[src/rtl/turn_controller_if.sv]
// rtl/turn_controller_if.sv - turn/card/strobe link between turn controller and win checker
interface turn_controller_if;
  logic [1:0] T;       // current player turn
  logic [4:0] N;       // card latched at press
  logic       B;       // one-cycle move strobe
  logic       W;       // match flag back from the checker
  logic [4:0] pos_in;  // mover's position after the move

  // Controller side: drives turn/card/strobe, reads the checker's verdict.
  modport master (
    output T,
    output N,
    output B,
    input  W,
    input  pos_in
  );

  // Checker side.
  modport slave (
    input  T,
    input  N,
    input  B,
    output W,
    output pos_in
  );
endinterface

[src/rtl/turn_controller.sv]
// rtl/turn_controller.sv - button conditioning and turn FSM driving the win checker
module turn_controller #(
  parameter int DEB_CYCLES  = 4,
  parameter int EVAL_WAIT   = 2,
  parameter int NUM_PLAYERS = 4,
  parameter int GOAL_POS    = 24
) (
  input  logic              clk,
  input  logic              rst,
  input  logic              btn_raw,
  input  logic [4:0]        card_in,
  turn_controller_if.master chk,
  output logic              busy,
  output logic              invalid_card,
  output logic              game_over,
  output logic [1:0]        winner
);

  localparam int DEB_W  = $clog2(DEB_CYCLES) + 1;
  localparam int WAIT_W = $clog2(EVAL_WAIT) + 1;

  localparam logic [DEB_W-1:0]  DEB_LAST  = DEB_W'(DEB_CYCLES - 1);
  localparam logic [WAIT_W-1:0] WAIT_LOAD = WAIT_W'(EVAL_WAIT - 1);
  localparam logic [1:0]        LAST_T    = 2'(NUM_PLAYERS - 1);
  localparam logic [4:0]        GOAL      = 5'(GOAL_POS);

  typedef enum logic [2:0] {
    S_IDLE,
    S_FIRE,
    S_WAIT,
    S_JUDGE,
    S_OVER
  } state_t;

  // Input conditioning registers
  logic             sync1_q;
  logic             sync2_q;
  logic             deb_q;
  logic             deb_prev_q;
  logic [DEB_W-1:0] deb_cnt_q;
  logic             press_q;

  // FSM registers
  state_t            state_q,   state_d;
  logic [1:0]        t_q,       t_d;
  logic [4:0]        n_q,       n_d;
  logic [WAIT_W-1:0] wait_q,    wait_d;
  logic              over_q,    over_d;
  logic [1:0]        winner_q,  winner_d;
  logic              invalid_q, invalid_d;

  // Synchronise the button, debounce it, and register a one-cycle press pulse
  // on the debounced rising edge. The press pulse is registered so the FSM sees
  // it one cycle after the debounced level rises; releases produce nothing.
  always_ff @(posedge clk) begin
    if (!rst) begin
      sync1_q    <= 1'b0;
      sync2_q    <= 1'b0;
      deb_q      <= 1'b0;
      deb_prev_q <= 1'b0;
      deb_cnt_q  <= '0;
      press_q    <= 1'b0;
    end else begin
      sync1_q    <= btn_raw;
      sync2_q    <= sync1_q;
      deb_prev_q <= deb_q;
      press_q    <= deb_q & ~deb_prev_q;
      if (sync2_q == deb_q) begin
        deb_cnt_q <= '0;
      end else if (deb_cnt_q == DEB_LAST) begin
        deb_q     <= ~deb_q;
        deb_cnt_q <= '0;
      end else begin
        deb_cnt_q <= deb_cnt_q + 1'b1;
      end
    end
  end

  // FSM and game-state registers
  always_ff @(posedge clk) begin
    if (!rst) begin
      state_q   <= S_IDLE;
      t_q       <= 2'd0;
      n_q       <= 5'd0;
      wait_q    <= '0;
      over_q    <= 1'b0;
      winner_q  <= 2'd0;
      invalid_q <= 1'b0;
    end else begin
      state_q   <= state_d;
      t_q       <= t_d;
      n_q       <= n_d;
      wait_q    <= wait_d;
      over_q    <= over_d;
      winner_q  <= winner_d;
      invalid_q <= invalid_d;
    end
  end

  // Next-state logic: accept a press, strobe the checker, wait, then judge.
  // Presses outside IDLE are simply not looked at, so they are dropped.
  always_comb begin
    state_d   = state_q;
    t_d       = t_q;
    n_d       = n_q;
    wait_d    = wait_q;
    over_d    = over_q;
    winner_d  = winner_q;
    invalid_d = 1'b0;

    case (state_q)
      S_IDLE: begin
        if (press_q) begin
          if (card_in != 5'd0) begin
            n_d     = card_in;
            state_d = S_FIRE;
          end else begin
            invalid_d = 1'b1;
          end
        end
      end

      S_FIRE: begin
        wait_d  = WAIT_LOAD;
        state_d = S_WAIT;
      end

      S_WAIT: begin
        if (wait_q == '0) begin
          state_d = S_JUDGE;
        end else begin
          wait_d = wait_q - 1'b1;
        end
      end

      S_JUDGE: begin
        if (chk.pos_in >= GOAL) begin
          over_d   = 1'b1;
          winner_d = t_q;
          state_d  = S_OVER;
        end else if (chk.W) begin
          // Matching card: the same player moves again.
          state_d = S_IDLE;
        end else begin
          t_d     = (t_q == LAST_T) ? 2'd0 : t_q + 2'd1;
          state_d = S_IDLE;
        end
      end

      S_OVER: begin
        state_d = S_OVER;
      end

      default: begin
        state_d = S_IDLE;
      end
    endcase
  end

  assign chk.T        = t_q;
  assign chk.N        = n_q;
  assign chk.B        = (state_q == S_FIRE);
  assign busy         = (state_q != S_IDLE);
  assign invalid_card = invalid_q;
  assign game_over    = over_q;
  assign winner       = winner_q;

endmodule
[src/flat_wrapper.sv]
// flat-port wrapper written by rule: the top's interface ports become plain ports
module turn_controller_flat 
#(
  parameter int DEB_CYCLES  = 4,
  parameter int EVAL_WAIT   = 2,
  parameter int NUM_PLAYERS = 4,
  parameter int GOAL_POS    = 24
)
  (clk, rst, btn_raw, card_in, busy, invalid_card, game_over, winner, chk_T, chk_N, chk_B, chk_W, chk_pos_in);
  turn_controller_if chk_i ();
  input  logic clk;
  input  logic rst;
  input  logic btn_raw;
  input  logic [4:0] card_in;
  output logic busy;
  output logic invalid_card;
  output logic game_over;
  output logic [1:0] winner;
  output wire logic [$bits(chk_i.T)-1:0] chk_T;
  output wire logic [$bits(chk_i.N)-1:0] chk_N;
  output wire logic [$bits(chk_i.B)-1:0] chk_B;
  input wire logic [$bits(chk_i.W)-1:0] chk_W;
  input wire logic [$bits(chk_i.pos_in)-1:0] chk_pos_in;
  assign chk_T = chk_i.T;
  assign chk_N = chk_i.N;
  assign chk_B = chk_i.B;
  assign chk_i.W = chk_W;
  assign chk_i.pos_in = chk_pos_in;
  turn_controller #(.DEB_CYCLES(DEB_CYCLES), .EVAL_WAIT(EVAL_WAIT), .NUM_PLAYERS(NUM_PLAYERS), .GOAL_POS(GOAL_POS)) u_core (.clk(clk), .rst(rst), .btn_raw(btn_raw), .card_in(card_in), .chk(chk_i), .busy(busy), .invalid_card(invalid_card), .game_over(game_over), .winner(winner));
endmodule
[config.mk]
export PLATFORM = sky130hd
export DESIGN_NAME = turn_controller_flat
export DESIGN_NICKNAME = d
export VERILOG_FILES = /design/src/rtl/turn_controller_if.sv /design/src/rtl/turn_controller.sv /design/src/flat_wrapper.sv
export SDC_FILE = /design/constraint.sdc
export NUM_CORES = 1
export LEC_CHECK = 0
export BUFFER_PORTS_ARGS = -buffer_cell sky130_fd_sc_hd__buf_2
export CAP_MARGIN = 20
export CORE_ASPECT_RATIO = 1.5
export CORE_UTILIZATION = 33
export DETAILED_ROUTE_END_ITERATION = 8
export HOLD_SLACK_MARGIN = 0.08
export SLEW_MARGIN = 25
export SYNTH_ARGS = -nofsm -noshare
export SYNTH_HDL_FRONTEND = slang
export SYNTH_SLANG_ARGS = --single-unit
[constraint.sdc]
create_clock -name clk -period 2.5 [get_ports clk]
set_input_delay 0 -clock clk [delete_from_list [all_inputs] [get_ports clk]]
set_output_delay 0 -clock clk [all_outputs]
set_load 0.03 [all_outputs]
Word level (Yosys, flattened, before mapping). Index checks and enable logic that the tools add are counted.

Word-level logic and storage cells: 57. Memories: 0. Input bits: 14. Register bits after elaboration: 24. Latch bits: 0. RAM bits: 0. ROM bits: 0. Output and inout port bits: 13.

Equal/unequal tests: 11. Reduce and logical (&&, ||, !) cells: 13. Bitwise logic cells: 7. Shifts and indexed selects: 0. Mux-type cells: 9. $lt $le $gt $ge: 1. Divide/modulo/power cells: 0. Add/sub/neg operators: 3. Multipliers: 0.

Operator list (count): $pmux 3 s5 (1); $mux 3 (4); $reduce_and 3->1 (4); $eq 3x2->1 const B (3); $ne 2x1->1 const B (3); $not 1->1 (6); $reduce_and 2->1 (3); $ge 5x5->1 const B (1); $reduce_bool 5->1 (1); $mux 2 (2); $pmux 2 s2 (1); $add 3x1->3 const B (1); $eq 3x1->1 const B (1); $eq 3x3->1 const B (1); $logic_not 3->1 (1); $reduce_bool 3->1 (1); $reduce_or 3->1 (1); $add 2x1->2 const B (1); $eq 2x2->1 const B (1); $logic_not 2->1 (1); $ne 2x2->1 const B (1); $reduce_bool 2->1 (1); $sub 2x1->2 const B (1); $and 1x1->1 (1); 2 further kinds (2).

Logic depth before layout (Yosys ltp).
Depth after elaboration: 4. Mapped depth: 5. Depth with buffers taken out: 5.

Worst setup path after synthesis. Ideal clock, no wire load.

Path kind: register -> output. Start point: register u_core.state_q[0]. End point: output port chk_B. Setup slack: 1107 ps. Required time: 2500 ps. Stages on the path, launching flop included: 4. Arrival time: 1393 ps. Cell sequence: dfxtp_1 > buf_2 > inv_1 > nor3_1.

Word-level cells in the longest chain between the ends: 1.

Ends and longest elaborated chain: start, declared (line turn_controller.sv:44) `state_t state_q, state_d;`; start signal, assigned (line turn_controller.sv:90) `state_q <= state_d;`; $eq 3x1->1 (line turn_controller.sv:162) `assign chk.B = (state_q == S_FIRE);`; end, declared (line flat_wrapper.sv:21) `output wire logic [$bits(chk_i.B)-1:0] chk_B;`.

Every way passes these cells.

Worst setup path after layout.
Start point: input port card_in[0]. End point: register u_core.invalid_q, in the netlist u_core.invalid_card.

Word-level cells in the longest chain between the ends: 2.

Ends and longest elaborated chain: start, declared (line flat_wrapper.sv:14) `input logic [4:0] card_in;`; $reduce_bool 5->1 (line turn_controller.sv:114) `if (card_in != 5'd0) begin`; $mux 1 (line turn_controller.sv:114); end signal, assigned (line turn_controller.sv:96) `invalid_q <= invalid_d;`; end, declared (line turn_controller.sv:50) `logic invalid_q, invalid_d;`.

Every way passes these cells. A chain may end at the register's enable or synchronous reset.

==> run_results.csv <==
group,metric,value,unit
timing,finalSetupViolCount,0,
layout,seqCellArea,480,µm²
layout,area_growth,31.0,%
drt,post_drt_wl_per_cell,11.5,µm
global_route,grt_usage,0.142,
setup_path,rrSetupSlack,0.68,ns
power_and_ir_drop,total_power,0.754,mW
layout,fin_util,0.458,
clock_network,clk_latency,0.26,ns
synth,synth_top_area_cell,"dfxtp_1",
drt,antenna_left,0,
synth,ys.flop_type,"dfxtp_1",
setup_path,worstSetupPathType,"input port to flip-flop",
timing,period_share,0.734,
drt,drt-met1-wl,892,µm
synth,synth_cells,109,
layout,drive_above_1_share,0.225,
floorplan,io_pins,27,
power_and_ir_drop,seqPwrFrac,0.510,
clock_network,cts_made_buffers,3,
setup_path,path_common_cell,"dlygate4sd3_1",
synth,ys_seq_elements,24,
drt,drtPass1Iterations,4,
setup_path,cp.arrival,2.05,ns
layout,final_nets,161,
layout,multi_input_area,482,µm²
timing,fin_ws,0.664,ns
synth,synth_area_leaders,"dfxtp_1, ha_1, o21ai_0",
global_route,grt_max_degree,18,
placement,gp_congestion,0.738,
timing,tns,0,ns
clock_network,cts.htree.levels,1,
timing,skew,0.00318,ns
floorplan,num_rows,24,
timing,slew_headroom,0.657,
floorplan,start_util,0.350,
floorplan,die_area,3320,µm²
floorplan,core,2910,µm²
placement,dp_cells,166,
setup_path,cp_cell_sequence,"dlygate4sd3_1 -> buf_2 -> or4_4 -> nor4_1 -> dlygate4sd3_1",
drt,route.met3.wl,82,µm
power_and_ir_drop,power_leakage,0.570,nW
timing,rsz0062_at_grt,"no",
synth,synth_edf_count,0,
timing,fmax,0.545,GHz
setup_path,end_kind,"flip-flop",
power_and_ir_drop,comb_power_share,0.047,
layout,n_antenna_cell,0,
global_route,antenna_found_initial,0,
drt,drt_iter0_drc,11,
layout,n_fill_cell,300,
flow_run,timing.max_cap.violations,0,
timing,worst_pin_slew,0.514,ns
placement,pre_cts_ws,1.03,ns
power_and_ir_drop,p_clk_frac,0.442,
setup_path,slowest_stage,"dlygate4sd3_1",
setup_path,slowest_delay,0.57,ns
drt,dr_total_vias,883,
power_and_ir_drop,p_sw_frac,0.182,
synth,syn_nets,127,
placement,dpl-instance-area,1150,µm²
setup_path,crit_required,2.71,ns
placement,portBuffers,23,
clock_network,cts_tree,"yes",
drt,vias_per_cell,4.88,
floorplan,die_y,70.0,µm
clock_network,root_buffer,"clkbuf_8",
power_and_ir_drop,irDropWorstVdd,401,µV
clock_network,cts_buffer_depth,2,
timing,slew_viol_final,0,
timing,fin_crit,1.84,ns
min_path,hold_path.class,"input port to flip-flop",
global_route,grt_pass1_wl,3480,µm
setup_path,critPathMaxFanout,3,
global_route,first_global_vias,887,
floorplan,die_w,47.4,µm
synth,synth.distinct_cells,37,
synth,yosysSeqAreaShare,0.472,
layout,final_area,1330,µm²
synth,synth_top_area_share,0.472,
clock_network,cts.sinks,24,
power_and_ir_drop,p_per_area,565,nW/µm²
timing,hold_ws,0.128,ns
clock_network,ctsResizeCount,0,
synth,syn_area_per_cell,9.34,µm²
placement,dp_hpwl,1490,µm
synth,ys.warnings.count,0,
power_and_ir_drop,internal_power,0.616,mW
power_and_ir_drop,switchingPower,0.137,mW
synth,synth_async_sr_flop_share,0,
timing,finalHoldViolCount,0,
outcome,status,"finished clean",
layout,final_cells,181,
drt,routed_wl,2090,µm
drt,wl_met2,1090,µm
drt,highest_layer,"met4",
drt,drcViolationCount,0,
setup_path,crit_path_start_kind,"input port",
clock_network,clk_pin_slew_worst_paths,0.08,ns
global_route,grt_overflow_total,0,
synth,syn-cell-area,1020,µm²
-- placed cells by master (no fill, tap or decap), drive strengths merged, types with 3 or more instances in the layout --
master       instances
dfxtp               24
buf                 23
dlygate4sd3         11
nand2                9
o21ai                9
nor2                 8
a21oi                7
inv                  7
nand3                5
ha                   4
and2                 3
clkbuf               3
-- kinds of logic (layout without fill, tap and decap cells) --
logic type               after synthesis  in the layout  share of synthesized area
AO/OA/AOI/OAI                         24             24                      0.143
XOR/XNOR                               2              2                     0.0172
adder cells (fa/ha/maj)                4              4                     0.0491
buffers and inverters                 12             45                     0.0553
flip-flops                            24             24                      0.472
multiplexers                           1              1                    0.00983
AND/OR/NAND/NOR                       42             42                      0.254
-- sequential cells by signal, summed over array words and instances (netlist names), 2 cells and up --
name and count:
u_core.chk.T 2, u_core.chk.N 5, u_core.deb_cnt_q 3, u_core.winner 2
u_core.state_q 3, u_core.wait_q 2
-- worst paths after layout --
kind,cells past startpoint,from,endpoint
worst max-delay path,5,card_in[0],u_core.invalid_card
worst min-delay path,2,rst,u_core.wait_q[0]
worst max register to register,4,u_core.state_q[0],u_core.winner[1]
worst min register to register,1,u_core.deb_prev_q,u_core.press_q
-- timing repair --
item | 4_1_cts | 5_1_grt
hold buffers | 11 | 0
buffers inserted | 0 | 0
setup endpoints to repair | 0 | 0
endpoints found under the hold margin | 11 | 0
-- cell type report --
class                   instances  share of cell area
multi-input cells              73               0.361
inverters                       7              0.0197
flip-flops and latches         24               0.360
clock buffers                   3              0.0310
repair buffers                 34               0.169
clock inverters                 1              0.0225
well taps                      39              0.0366
-- power by group through the flow --
| stage | clock [mW] | sequential [mW] | combinational [mW] |
|---|---|---|---|
| CTS | 0.345 | 0.385 | 0.0354 |
| floorplan | 0 | 0.394 | 0.0114 |
| global placement | 0 | 0.394 | 0.0240 |
| global route | 0.363 | 0.385 | 0.0397 |
| detailed placement | 0 | 0.394 | 0.0249 |
| finish | 0.333 | 0.385 | 0.0356 |
-- Yosys cell counts, drive strengths merged (3+ instances only) --
| cell | n |
|---|---|
| ha | 4 |
| and2 | 3 |
| o21ai | 9 |
| nand3 | 5 |
| nor2 | 8 |
| buf | 4 |
| nand2 | 9 |
| dfxtp | 24 |
| a21oi | 7 |
| inv | 7 |
-- worst max-delay path: cells and delay by family --
kind | cells | cell delay (ns)
buf+inv | 3 | 1.24
simple gates | 2 | 0.81
-- metal layers --
metal / track usage / vias up
met5: 0 / -
met4: 0.0762 / 0
met3: 0.0284 / 4
met2: 0.254 / 25
met1: 0.140 / 405
li1: - / 449
No activity file was read; power rests on OpenSTA's default activity.
